`src/rtl/mem_mpu_if.sv`:
```
// CPU-side request bus and memory-side bus of the memory protection unit.
// The slave modport is the MPU; the master modport is the CPU plus the memory.
interface mem_mpu_if #(
  parameter int unsigned DATA_WIDTH = 32
);
  logic                  is_inst;
  logic                  cpu_valid;
  logic                  cpu_ready;
  logic [21:0]           cpu_addr;
  logic [DATA_WIDTH-1:0] cpu_wdata;
  logic [3:0]            cpu_wstrb;
  logic [DATA_WIDTH-1:0] cpu_rdata;
  logic [3:0]            mem_wen;
  logic [21:0]           mem_addr;
  logic [DATA_WIDTH-1:0] mem_wdata;
  logic [DATA_WIDTH-1:0] mem_rdata;
  logic                  mpu_fault;

  modport slave (
    input  is_inst, cpu_valid, cpu_addr, cpu_wdata, cpu_wstrb, mem_rdata,
    output cpu_ready, cpu_rdata, mem_wen, mem_addr, mem_wdata, mpu_fault
  );

  modport master (
    output is_inst, cpu_valid, cpu_addr, cpu_wdata, cpu_wstrb, mem_rdata,
    input  cpu_ready, cpu_rdata, mem_wen, mem_addr, mem_wdata, mpu_fault
  );
endinterface

```
`src/rtl/mem_mpu.sv`:
```
// Memory protection unit: blocks data accesses to one word region; fetches always pass.
// Optional fault log (fault_count, fault_addr) is built when MEM_MPU_FAULT_LOG_EN is defined.
module mem_mpu #(
  parameter int unsigned DATA_WIDTH     = 32,
  parameter int unsigned MPU_START_ADDR = 768,
  parameter int unsigned MPU_LEN        = 16
) (
  input  logic        clk,
  input  logic        resetn,
  mem_mpu_if.slave    bus
`ifdef MEM_MPU_FAULT_LOG_EN
  ,
  output logic [15:0] fault_count,
  output logic [21:0] fault_addr
`endif
);

  typedef enum logic {StIdle, StResp} state_e;

  // 23-bit bounds so START+LEN at the top of the address space does not wrap.
  localparam logic [22:0] RegionLo = 23'(MPU_START_ADDR);
  localparam logic [22:0] RegionHi = 23'(MPU_START_ADDR + MPU_LEN);

  state_e                state_q, state_d;
  logic                  deny_q, deny_d;
  logic [22:0]           addr_ext;
  logic                  in_region;
  logic                  deny;
  logic [DATA_WIDTH-1:0] rdata;
  logic [3:0]            wen;
  logic                  ready;
  logic                  fault;

  assign addr_ext  = {1'b0, bus.cpu_addr};
  assign in_region = (addr_ext >= RegionLo) && (addr_ext < RegionHi);
  assign deny      = bus.cpu_valid && !bus.is_inst && in_region;

  always_comb begin
    state_d = state_q;
    deny_d  = deny_q;
    wen     = 4'b0000;
    ready   = 1'b0;
    fault   = 1'b0;
    rdata   = '0;
    // Outputs are held quiet while reset is asserted so an aborted request never completes.
    if (!resetn) begin
      unique case (state_q)
        StIdle: begin
          if (bus.cpu_valid) begin
            state_d = StResp;
            deny_d  = deny;
            wen     = deny ? 4'b0000 : bus.cpu_wstrb;
          end
        end
        StResp: begin
          state_d = StIdle;
          ready   = 1'b1;
          fault   = deny_q;
          rdata   = deny_q ? '0 : bus.mem_rdata;
        end
        default: state_d = StIdle;
      endcase
    end
  end

  always_ff @(posedge clk) begin
    if (resetn) begin
      state_q <= StIdle;
      deny_q  <= 1'b0;
    end else begin
      state_q <= state_d;
      deny_q  <= deny_d;
    end
  end

  assign bus.cpu_ready = ready;
  assign bus.cpu_rdata = rdata;
  assign bus.mem_wen   = wen;
  assign bus.mpu_fault = fault;
  assign bus.mem_addr  = bus.cpu_addr;
  assign bus.mem_wdata = bus.cpu_wdata;

`ifdef MEM_MPU_FAULT_LOG_EN
  logic [15:0] fault_count_q;
  logic [21:0] fault_addr_q;

  always_ff @(posedge clk) begin
    if (resetn) begin
      fault_count_q <= 16'h0000;
      fault_addr_q  <= 22'h0;
    end else begin
      // Address is captured at acceptance since cpu_addr may move during the response.
      if (state_q == StIdle && deny) begin
        fault_addr_q <= bus.cpu_addr;
      end
      if (fault && fault_count_q != 16'hFFFF) begin
        fault_count_q <= fault_count_q + 16'h0001;
      end
    end
  end

  assign fault_count = fault_count_q;
  assign fault_addr  = fault_addr_q;
`endif

endmodule

```
`src/flat_wrapper.sv`:
```
// flat-port wrapper written by rule: the top's interface ports become plain ports
module mem_mpu_flat 
#(
  parameter int unsigned DATA_WIDTH     = 32,
  parameter int unsigned MPU_START_ADDR = 768,
  parameter int unsigned MPU_LEN        = 16
)
  (clk, resetn, bus_is_inst, bus_cpu_valid, bus_cpu_addr, bus_cpu_wdata, bus_cpu_wstrb, bus_mem_rdata, bus_cpu_ready, bus_cpu_rdata, bus_mem_wen, bus_mem_addr, bus_mem_wdata, bus_mpu_fault);
  mem_mpu_if #(.DATA_WIDTH(DATA_WIDTH)) bus_i ();
  input  logic clk;
  input  logic resetn;
  input wire logic [$bits(bus_i.is_inst)-1:0] bus_is_inst;
  input wire logic [$bits(bus_i.cpu_valid)-1:0] bus_cpu_valid;
  input wire logic [$bits(bus_i.cpu_addr)-1:0] bus_cpu_addr;
  input wire logic [$bits(bus_i.cpu_wdata)-1:0] bus_cpu_wdata;
  input wire logic [$bits(bus_i.cpu_wstrb)-1:0] bus_cpu_wstrb;
  input wire logic [$bits(bus_i.mem_rdata)-1:0] bus_mem_rdata;
  output wire logic [$bits(bus_i.cpu_ready)-1:0] bus_cpu_ready;
  output wire logic [$bits(bus_i.cpu_rdata)-1:0] bus_cpu_rdata;
  output wire logic [$bits(bus_i.mem_wen)-1:0] bus_mem_wen;
  output wire logic [$bits(bus_i.mem_addr)-1:0] bus_mem_addr;
  output wire logic [$bits(bus_i.mem_wdata)-1:0] bus_mem_wdata;
  output wire logic [$bits(bus_i.mpu_fault)-1:0] bus_mpu_fault;
  assign bus_i.is_inst = bus_is_inst;
  assign bus_i.cpu_valid = bus_cpu_valid;
  assign bus_i.cpu_addr = bus_cpu_addr;
  assign bus_i.cpu_wdata = bus_cpu_wdata;
  assign bus_i.cpu_wstrb = bus_cpu_wstrb;
  assign bus_i.mem_rdata = bus_mem_rdata;
  assign bus_cpu_ready = bus_i.cpu_ready;
  assign bus_cpu_rdata = bus_i.cpu_rdata;
  assign bus_mem_wen = bus_i.mem_wen;
  assign bus_mem_addr = bus_i.mem_addr;
  assign bus_mem_wdata = bus_i.mem_wdata;
  assign bus_mpu_fault = bus_i.mpu_fault;
  mem_mpu #(.DATA_WIDTH(DATA_WIDTH), .MPU_START_ADDR(MPU_START_ADDR), .MPU_LEN(MPU_LEN)) u_core (.clk(clk), .resetn(resetn), .bus(bus_i));
endmodule
```
`config.mk`:
```
export PLATFORM = sky130hd
export DESIGN_NAME = mem_mpu_flat
export DESIGN_NICKNAME = d
export VERILOG_FILES = /design/src/rtl/mem_mpu_if.sv /design/src/rtl/mem_mpu.sv /design/src/flat_wrapper.sv
export SDC_FILE = /design/constraint.sdc
export NUM_CORES = 1
export LEC_CHECK = 0
export CELL_PAD_IN_SITES_DETAIL_PLACEMENT = 0
export CELL_PAD_IN_SITES_GLOBAL_PLACEMENT = 2
export CORE_MARGIN = 4
export CORE_UTILIZATION = 10
export CTS_BUF_LIST = sky130_fd_sc_hd__clkbuf_16
export DETAILED_ROUTE_END_ITERATION = 8
export PLACE_DENSITY = 0.95
export SLEW_MARGIN = 20
export SYNTH_ARGS = -nofsm -noshare
export SYNTH_HDL_FRONTEND = slang
export SYNTH_SLANG_ARGS = --single-unit
```
`constraint.sdc`:
```
create_clock -name clk -period 1.6 [get_ports clk]
set_input_delay 0.4 -clock clk [delete_from_list [all_inputs] [get_ports clk]]
set_output_delay 0.4 -clock clk [all_outputs]
set_load 0.03 [all_outputs]
```
==> results_dict.tcl <==
set metrics [dict create \
    worst_pin_slew_ns 0.2024 \
    synthAdderAreaFrac_pct 0 \
    via_per_inst 3.355 \
    p_leak_nw 0.9623 \
    cap_viol_max_count 0 \
    setup_viol_count_final 36 \
    dp_slack_ns -1.054 \
    syn_to_final_growth_pct 160.9 \
    antenna_found_initial 0 \
    holdPathEnd "u_core.state_q" \
    grt_overflow_total 0 \
    rr_startpoint "u_core.state_q" \
    postLayoutCoreUtil_pct 27.17 \
    synthCells 113 \
    wl_per_cell_um 12.30 \
    dieArea_um2 9681 \
    hold_violations 0 \
    hp-start "resetn" \
    synthSimpleGateAreaFrac_pct 40.12 \
    die_x_um 98.39 \
    synth_area_leader_cell "buf_4" \
    syn_nets 207 \
    grt_pass1_vias 1145 \
    vdd_ir_drop_max_uv 545.4 \
    row_count 32 \
    root_buffer "clkbuf_16" \
    start_kind "input pin" \
    via_count 993 \
    status "finished with violations" \
    clock_sinks 2 \
    avgSynthCellArea_um2 7.230 \
    hold_depth 3 \
    cts_tree "yes" \
    grt.total_usage_pct 7.052 \
    min_period_ns 1.932 \
    multi_input_area_um2 504.2 \
    drc 0 \
    synth_compound_area_share_pct 3.522 \
    ys_warn_count 0 \
    drtIter0Drc 6 \
    ys_seq_area_share_pct 4.900 \
    clock_path_buffers 2 \
    p_per_area_nw_per_um2 410.3 \
    synth_xor_area_share_pct 0 \
    wirelength_um 3640 \
    synth_top_family_by_area "buffers and inverters" \
    cp.arrival_ns 1.53 \
    synthTopCellsByArea "buf_4 50%, and2_1 25%, dfxtp_1 4.9%" \
    grt_max_degree 9 \
    critPathMaxStageDelay_ns 0.53 \
    dp_hpwl_um 2644 \
    cp_common_cell "buf_6" \
    yosys-mux-area-fraction_pct 0 \
    finClkSkew_ns 0.001609 \
    synth_cell_types 15 \
    yosys.area.top_type_share_pct 49.62 \
    port_buffers 113 \
    ff2ff_path_depth 4 \
    r2r-end "u_core.deny_q" \
    critPathBufInv 3 \
    core_um2 7848 \
    holdBufCountCts 0 \
    diodes 0 \
    slew_headroom_pct 86.45 \
    crit_required_ns 1.20 \
    insertion_delay_ns 0.22 \
    first_pass_iters 4 \
    rsz0062_at_grt "true" \
    initial_core_util_pct 10.41 \
    crit_type "in -> out" \
    worst_slack_ns -0.3316 \
    r2r_setup_slack_ns 0.66 \
    final_nets 290 \
    violations "setup timing" \
    cts_made_buffers 3 \
    worst_path_max_delay_cell "or4_4" \
    hold_slack_ns 0.5177 \
    grt_pass1_wl_um 5623 \
    htreeDepth 1 \
    syn_area_um2 817.0 \
    synth_seq_cells 2 \
    ios 186 \
    clk_pin_slew_worst_paths_ns 0.03 \
    fmax_ghz 0.5177 \
    drive_above_1_share_pct 71.13 \
    regArea_um2 41.29 \
    place.gp.congestion 0.7131 \
    fillerInstances 847 \
    period_share_pct 120.7 \
    hold_path.class "in -> reg" \
    setup.worst_path.end_class "output pin" \
    worstPathMaxFanout 4 \
    ant_nets 0 \
    crit_chain "buf_6 -> or4_4 -> nor2_4 -> buf_6 -> a21oi_4 -> buf_6" \
    slew_violations 0 \
    die_y_um 98.39 \
    crit_family "simple AND/OR/NAND/NOR gates" \
]
## tightest hold or removal path, stage by stage
cell,delay (ns)
buf_2,0.10
nor3b_2,0.04
buf_4,0.14
## where the power goes
part | total, mW | internal (mW) | leakage (nW) | switching, mW
Clock | 0.374 | 0.318 | 0.0370 | 0.0563
Combinational | 0.448 | 0.259 | 0.909 | 0.189
Sequential | 0.0531 | 0.0520 | 0.0167 | 0.00103
Total | 0.875 | 0.629 | 0.962 | 0.246
## worst max-delay path by stage
stage                     startpoint              to  slack [ns]  cells after the start
detailed placement   bus_cpu_addr[5]  bus_mem_wen[3]       -1.05                      5
global route         bus_cpu_addr[7]  bus_mem_wen[2]       -0.36                      6
global placement     bus_cpu_addr[5]  bus_mem_wen[0]       -1.02                      5
CTS                 bus_cpu_addr[12]  bus_mem_wen[2]       -0.34                      6
floorplan            bus_cpu_addr[5]  bus_mem_wen[0]       -0.05                      3
finish               bus_cpu_addr[7]  bus_mem_wen[2]       -0.33                      6
## cell type report
class / instances / share of cell area, %
repair buffers: 135 / 64.91
multi-input cells: 54 / 23.65
well taps: 102 / 5.986
clock buffers: 3 / 3.521
flip-flops and latches: 2 / 1.937
## timing repair
item,4_1_cts,5_1_grt
pin swaps,41,6
cloned,3,0
endpoints found under the setup margin,38,36
setup buffers,4,1
resized for setup,129,4
## registers in the layout, indices dropped and copies added (netlist names)
name and cells:
u_core.state_q 1, u_core.deny_q 1
## per-layer routing
metal / vias up / share of wire (%) / track usage, %
li1: 471 / - / -
met5: - / 0 / 0
met1: 433 / 33 / 7.231
met3: 2 / 14 / 3.714
met2: 87 / 52 / 12.84
met4: 0 / 0.055 / 1.261
## logic make-up (layout without fill, tap and decap cells)
kind of cell | after synthesis | after routing
AOI/OAI and AO/OA | 5 | 5
and+or+nand+nor | 49 | 49
buffers and inverters | 57 | 138
DFF | 2 | 2
## cell usage in the layout, fill, tap and decap left out, types with 2 or more instances in the layout
cell / count
nand2_1: 4
or4_4: 2
and2_4: 33
a21oi_2: 3
clkbuf_16: 3
buf_6: 43
buf_16: 3
nor4b_2: 2
buf_4: 30
clkdlybuf4s15_1: 4
clkdlybuf4s50_1: 36
dlygate4sd2_1: 8
buf_2: 5
buf_12: 4
## per-stage QoR
step	area (um2)	cells	power, mW	TNS, ns
floorplan	920.9	113	0.4129	-0.2497
global placement	1777	285	0.4648	-22.25
detailed placement	1777	285	0.4687	-23.07
CTS	2115	295	0.8840	-10.08
global route	2132	296	0.9115	-11.08
finish	2132	296	0.8748	-9.000
## cell usage after synthesis
library cell / instances
buf_4: 54
and2_1: 33
a21oi_1: 4
nand2_1: 4
clkbuf_2: 3
nor4b_1: 3
dfxtp_1: 2
nor2b_1: 2
or4_4: 2
a31o_1: 1
and2b_1: 1
and3_1: 1
nor2_4: 1
nor3b_1: 1
nor3b_2: 1
Power figures use the tool's default switching activity.
